[src/rtl/alu_sel_pkg.sv]
// ---------------------------------------------------------------------------
// alu_sel_pkg
//   Shared definitions for the pipelined ALU result-select block.
//   - Default parameter values for the top level.
//   - State encoding of the two-entry elastic buffer.
//   - Payload layout {err, data} at the default result width.
// ---------------------------------------------------------------------------
package alu_sel_pkg;

  localparam int DEF_WIDTH     = 32;
  localparam int DEF_NUM_IN    = 8;
  localparam int DEF_ERR_CNT_W = 8;

  // EMPTY: nothing held; ONE: main register valid; TWO: main and skid valid.
  typedef enum logic [1:0] {
    EMPTY = 2'd0,
    ONE   = 2'd1,
    TWO   = 2'd2
  } skid_state_t;

  // Payload as it travels through the buffer: select-error flag on top of
  // the selected result.
  typedef struct packed {
    logic                 err;
    logic [DEF_WIDTH-1:0] data;
  } alu_payload_t;

endpackage

[src/rtl/alu_skid_buf.sv]
// ---------------------------------------------------------------------------
// alu_skid_buf
//   Generic two-entry elastic buffer (main register M + skid register S).
//   Output is driven straight from M, so out_payload is registered.
//
//   Handshake: a transfer happens on a side when valid && ready are both
//   high at a rising clock edge. Once out_valid is high, out_payload stays
//   stable until out_ready is seen. in_ready is a function of the state
//   register and rst only (no path from in_valid or out_ready).
//
// Ports
//   clk, rst     rising-edge clock, asynchronous active-high reset
//   in_payload   payload offered by the producer
//   in_valid     producer has a payload this cycle
//   in_ready     buffer can take a payload this cycle
//   out_payload  oldest held payload (contents of M)
//   out_valid    out_payload is valid
//   out_ready    consumer takes out_payload this cycle
//   dbg_state    current FSM state (skid_state_t encoding)
// ---------------------------------------------------------------------------
module alu_skid_buf
  import alu_sel_pkg::*;
#(
  parameter int PW = 33
) (
  input  logic          clk,
  input  logic          rst,
  input  logic [PW-1:0] in_payload,
  input  logic          in_valid,
  output logic          in_ready,
  output logic [PW-1:0] out_payload,
  output logic          out_valid,
  input  logic          out_ready,
  output logic [1:0]    dbg_state
);

  skid_state_t   state_q, state_d;
  logic [PW-1:0] m_q, s_q;
  logic          accept, pop;
  logic          load_m_in, load_m_s, load_s;

  // In TWO the skid entry is occupied, so the producer must stall.
  assign in_ready    = (state_q != TWO) && !rst;
  assign out_valid   = (state_q != EMPTY);
  assign out_payload = m_q;
  assign dbg_state   = state_q;

  assign accept = in_valid && in_ready;
  assign pop    = out_valid && out_ready;

  always_comb begin
    state_d   = state_q;
    load_m_in = 1'b0;
    load_m_s  = 1'b0;
    load_s    = 1'b0;
    case (state_q)
      EMPTY: begin
        if (accept) begin
          load_m_in = 1'b1;
          state_d   = ONE;
        end
      end
      ONE: begin
        if (accept && pop) begin
          // M drains and refills in the same cycle: full throughput.
          load_m_in = 1'b1;
        end else if (accept) begin
          // M is stuck; park the new payload behind it.
          load_s  = 1'b1;
          state_d = TWO;
        end else if (pop) begin
          state_d = EMPTY;
        end
      end
      TWO: begin
        if (pop) begin
          // S moves up into M; the producer was stalled so nothing new arrives.
          load_m_s = 1'b1;
          state_d  = ONE;
        end
      end
      default: state_d = EMPTY;
    endcase
  end

  always_ff @(posedge clk or posedge rst) begin
    if (rst) begin
      state_q <= EMPTY;
      m_q     <= '0;
      s_q     <= '0;
    end else begin
      state_q <= state_d;
      if (load_m_in) begin
        m_q <= in_payload;
      end else if (load_m_s) begin
        m_q <= s_q;
      end
      if (load_s) begin
        s_q <= in_payload;
      end
    end
  end

endmodule

[src/rtl/alu_result_select_pipe.sv]
// ---------------------------------------------------------------------------
// alu_result_select_pipe
//   Selects one of NUM_IN ALU operation results with opsel and hands it to
//   writeback through a registered valid/ready stage with a one-entry skid
//   buffer. Selects that do not name an existing input yield zero data with
//   out_sel_err set, and are counted in a saturating counter.
//
//   Handshake: input accepted when in_valid && in_ready at a rising edge;
//   output consumed when out_valid && out_ready at a rising edge. Output
//   payload is held stable while out_valid is high and out_ready is low.
//
// Ports
//   clk, rst     rising-edge clock, asynchronous active-high reset
//   in_data      NUM_IN results, slice k = in_data[k*WIDTH +: WIDTH]
//   opsel        result select, sampled together with in_data
//   in_valid     in_data/opsel valid
//   in_ready     block can accept this cycle (0 while rst is high)
//   out_data     selected result
//   out_sel_err  out_data came from an out-of-range opsel
//   out_valid    out_data/out_sel_err valid
//   out_ready    downstream accepts this cycle
//   err_count    saturating count of accepted out-of-range selects
//   dbg_state    buffer FSM state (skid_state_t encoding)
// ---------------------------------------------------------------------------
module alu_result_select_pipe
  import alu_sel_pkg::*;
#(
  parameter int WIDTH     = DEF_WIDTH,
  parameter int NUM_IN    = DEF_NUM_IN,
  parameter int SEL_W     = $clog2(NUM_IN),
  parameter int ERR_CNT_W = DEF_ERR_CNT_W
) (
  input  logic                    clk,
  input  logic                    rst,
  input  logic [NUM_IN*WIDTH-1:0] in_data,
  input  logic [SEL_W-1:0]        opsel,
  input  logic                    in_valid,
  output logic                    in_ready,
  output logic [WIDTH-1:0]        out_data,
  output logic                    out_sel_err,
  output logic                    out_valid,
  input  logic                    out_ready,
  output logic [ERR_CNT_W-1:0]    err_count,
  output logic [1:0]              dbg_state
);

  localparam logic [ERR_CNT_W-1:0] ERR_MAX = '1;

  logic [WIDTH-1:0] sel_data;
  logic             sel_err;
  logic [WIDTH:0]   buf_out;

  // Only opsel values that match an existing slice clear the error flag;
  // codes past NUM_IN-1 (possible when NUM_IN is not a power of two) fall
  // through with zero data.
  always_comb begin
    sel_data = '0;
    sel_err  = 1'b1;
    for (int k = 0; k < NUM_IN; k++) begin
      if (opsel == SEL_W'(k)) begin
        sel_data = in_data[k*WIDTH +: WIDTH];
        sel_err  = 1'b0;
      end
    end
  end

  alu_skid_buf #(
    .PW (WIDTH + 1)
  ) u_skid (
    .clk         (clk),
    .rst         (rst),
    .in_payload  ({sel_err, sel_data}),
    .in_valid    (in_valid),
    .in_ready    (in_ready),
    .out_payload (buf_out),
    .out_valid   (out_valid),
    .out_ready   (out_ready),
    .dbg_state   (dbg_state)
  );

  assign out_sel_err = buf_out[WIDTH];
  assign out_data    = buf_out[WIDTH-1:0];

  // Counts at acceptance time, not at output, so it reflects what entered.
  always_ff @(posedge clk or posedge rst) begin
    if (rst) begin
      err_count <= '0;
    end else if (in_valid && in_ready && sel_err && (err_count != ERR_MAX)) begin
      err_count <= err_count + ERR_CNT_W'(1);
    end
  end

endmodule
[config.mk]
export PLATFORM = sky130hd
export DESIGN_NAME = alu_result_select_pipe
export DESIGN_NICKNAME = d
export VERILOG_FILES = /design/src/rtl/alu_sel_pkg.sv /design/src/rtl/alu_skid_buf.sv /design/src/rtl/alu_result_select_pipe.sv
export SDC_FILE = /design/constraint.sdc
export NUM_CORES = 1
export LEC_CHECK = 0
export CAP_MARGIN = 25
export CORE_MARGIN = 5
export CORE_UTILIZATION = 25
export CTS_CLUSTER_DIAMETER = 80
export DETAILED_ROUTE_END_ITERATION = 8
export PLACE_DENSITY_LB_ADDON = 0.12
export SLEW_MARGIN = 5
export SYNTH_ARGS = -nofsm -noshare
export SYNTH_HDL_FRONTEND = slang
export SYNTH_HIERARCHICAL = 1
export SYNTH_SLANG_ARGS = --single-unit
[constraint.sdc]
create_clock -name clk -period 2.6 [get_ports clk]
set_input_delay 0.52 -clock clk [delete_from_list [all_inputs] [get_ports clk]]
set_output_delay 0.52 -clock clk [all_outputs]
set_load 0.01 [all_outputs]
==> results.ini <==
[global_route]
globalRouteOverflowTotal=0
first_global_vias=6110
grt_max_degree=71
antenna_found_initial=0
grt.total_usage_pct=16.5
grt_first_pass_wirelength_um=34500

[timing]
maxClockFrequency_mhz=455
finalMaxSlewViolations=0
layout_worst_path_cycle_share_pct=84.5
grt_setup_unrepaired=no
maxSlewHeadroom_pct=54.4
setup_tns_after_final_layout_ns=0
finalHoldViolations=0
layout_setup_ws_ns=0.402
fin_crit_ns=2.20
fin_hold_ws_ns=0.375
finalSetupViolCount=0
worst-slew-pin-transition_ns=0.683
finClkSkew_ns=0.00458

[floorplanning]
fp.dieW_um=164
dieHeight_um=164
start_util_pct=25.4
io-pin-count=308
core_area_sq_um=23500
num_rows=56
dieArea_sq_um=27000

[finish]
flow.area_growth_from_synthesis_pct=62.3
post-route-util_pct=41.1
nets=1125
ff_latch_area_sq_um=1900
fillerInstances=2291
layout_commonest_cell=clkdlybuf4s50_1
layout.cells.most_common_list=clkdlybuf4s50_1, dfrtp_1, nand2_1
drive_gt1_share_pct=19.5
multi_input_area_sq_um=3710
antenna-diode-count=0

[power]
power.static_leakage_nw=3.95
p_comb_share_pct=41.5
total_switching_power_mw=1.51
swShare_pct=28.3
powerDensity_nw_per_um2=551
power.share.clock_pct=24.0
sequentialPowerShare_pct=34.5
ir_worst_vdd_mv=0.315
p_int_mw=3.82

[drt]
wl_um=23400
post-route-drc-count=0
via_per_inst=4.73
ant_nets=0
routed_wire_length_per_instance_um=19.7
drt_pre_antenna_iters=4
num_vias=5613
detail_route.iter0.violations=238

[min_path]
hold_path.class=reg2reg
hold_start=err_count[7]$_DFFE_PP0P_

[setup_path]
r2r-start=u_skid/dbg_state[1]$_DFFE_PP0P_
worstSetupStartpoint=u_skid/dbg_state[1]$_DFFE_PP0P_
timing.critical_path.fanout_max=8
timing.reg2reg.setup_slack_ns=0.89
critical_path.startpoint_type=register
cp.required_ns=2.08
ordered_list_of_cells_on_the_worst_path=or2_2, clkdlybuf4s50_1
crit_path_end_kind=output port
cp_data_arrival_time_ns=1.68
cp_slowest_cell=dfrtp_1
critical_path.max_stage_delay_ns=0.52
timing_worst_setup_path_type=reg2out

[logic_synthesis]
postSynthAreaPerCell_sq_um=10.2
synth_sequential_area_ratio_pct=32.0
postSynthRegisterBits=76
synthDistinctLibCells=32
ys_warn_count=6
netlist_area_sq_um=5950
syn_inst=586

[cts]
cts_hold_repair.buffers=0
cts.sinks=76
ctsRootBufferMaster=clkbuf_16
clk_path_buf_depth=2
cts_inserted_buffers=9
later_pin_clock_latency_in_the_skew_report_ns=0.33
path_clk_slew_ns=0.06
cts_repair_resize_count=0
cts_tree=built
post-cts-setup-buffer-count=0
htree_levels=3

[placed_design]
dp_hpwl_um=17700
place_worst_setup_slack_ns=0.295
place.port_buffers=307
place_congestion=0.809

[status]
run_status=finished clean

[run]
max_cap_violations=0

[power groups by stage]
stage | sequential, mW | combinational (mW) | clock, mW
finish | 1.84 | 2.21 | 1.28
global placement | 1.83 | 2.19 | 0
detailed placement | 1.86 | 2.23 | 0
global route | 1.88 | 2.38 | 1.39
CTS | 1.84 | 2.25 | 1.34
floorplan | 1.88 | 1.06 | 0
[path summary, 6_finish.rpt]
| check | end | depth (start not counted) |
|---|---|---|
| worst max-delay path | out_valid | 2 |
| worst min-delay path | err_count[7]$_DFFE_PP0P_ | 0 |
| worst max register to register | u_skid/out_payload[32]$_DFFE_PP0P_ | 4 |
| worst min register to register | err_count[7]$_DFFE_PP0P_ | 0 |
| max in group asynchronous | u_skid/out_payload[17]$_DFFE_PP0P_ | 4 |
| min in group asynchronous | err_count[6]$_DFFE_PP0P_ | 3 |
[cell type report]
class | instances | share of cell area (%)
clock inverter | 5 | 0.622
multi-input combinational | 444 | 38.4
tap | 319 | 4.13
inverter | 3 | 0.130
sequential | 76 | 19.7
clock buffer | 11 | 2.62
timing repair buffer | 328 | 34.4
[kinds of logic after synthesis]
family / share of synthesized area, %
AOI/OAI and AO/OA: 21.0
other: 0.0630
buffers and inverters: 6.27
and+or+nand+nor: 9.13
DFF: 32.0
muxes: 31.6
[critical path, delay by kind of cell (launching register included)]
family | cells | cell delay [ns]
buf+inv | 1 | 0.48
simple gates | 1 | 0.35
flops | 1 | 0.52
[metrics by stage]
| stage | std cells | area (sq um) | total power, mW |
|---|---|---|---|
| floorplan | 587 | 5950 | 2.95 |
| global placement | 1169 | 9330 | 4.02 |
| detailed placement | 1170 | 9350 | 4.09 |
| CTS | 1186 | 9660 | 5.43 |
| global route | 1186 | 9660 | 5.65 |
| finish | 1186 | 9660 | 5.33 |
[synth_stat cells]
master    count  area, sq um
dfrtp_1      76         1900
buf_6        11          124
nand2_1      66          248
o21ai_2       1         8.76
a21oi_1      56          280
nor2b_1       4         25.0
a221oi_1      7         61.3
nand3b_4      1         20.0
mux2i_1      65          651
nand2b_1      1         6.26
and2_1        1         6.26
or2_2         6         37.5
mux2_2       64          721
nand2_2       1         6.26
clkbuf_4      1         7.51
buf_4         2         15.0
o22ai_1       1         6.26
a221oi_2     20          300
nor3b_4       1         18.8
conb_1        1         3.75
o21ai_0      16         80.1
clkbuf_1     26         97.6
mux2_4       30          450
buf_2        22          110
a22oi_1      27          203
buf_1         2         7.51
or2_0        22          138
nor2_1       10         37.5
mux2_1        5         56.3
o31a_1       27          236
o211ai_1     10         75.1
inv_1         3         11.3
[flip-flops by register name, summed over array words and instances, names as in the netlist]
| register | cells |
|---|---|
| u_skid/out_payload | 33 |
| err_count | 8 |
| u_skid/s_q | 33 |
| u_skid/dbg_state | 2 |
[metal layers]
metal	wire length [um]	part of all wire, %	vias up	GRT usage [%]
met2	11300	48	226	28.8
li1	-	-	2720	-
met4	333	1.4	0	4.46
met3	2060	8.8	20	4.47
met1	9660	41	2647	20.1
met5	0	0	-	0
(Power assumes the default switching activity.)
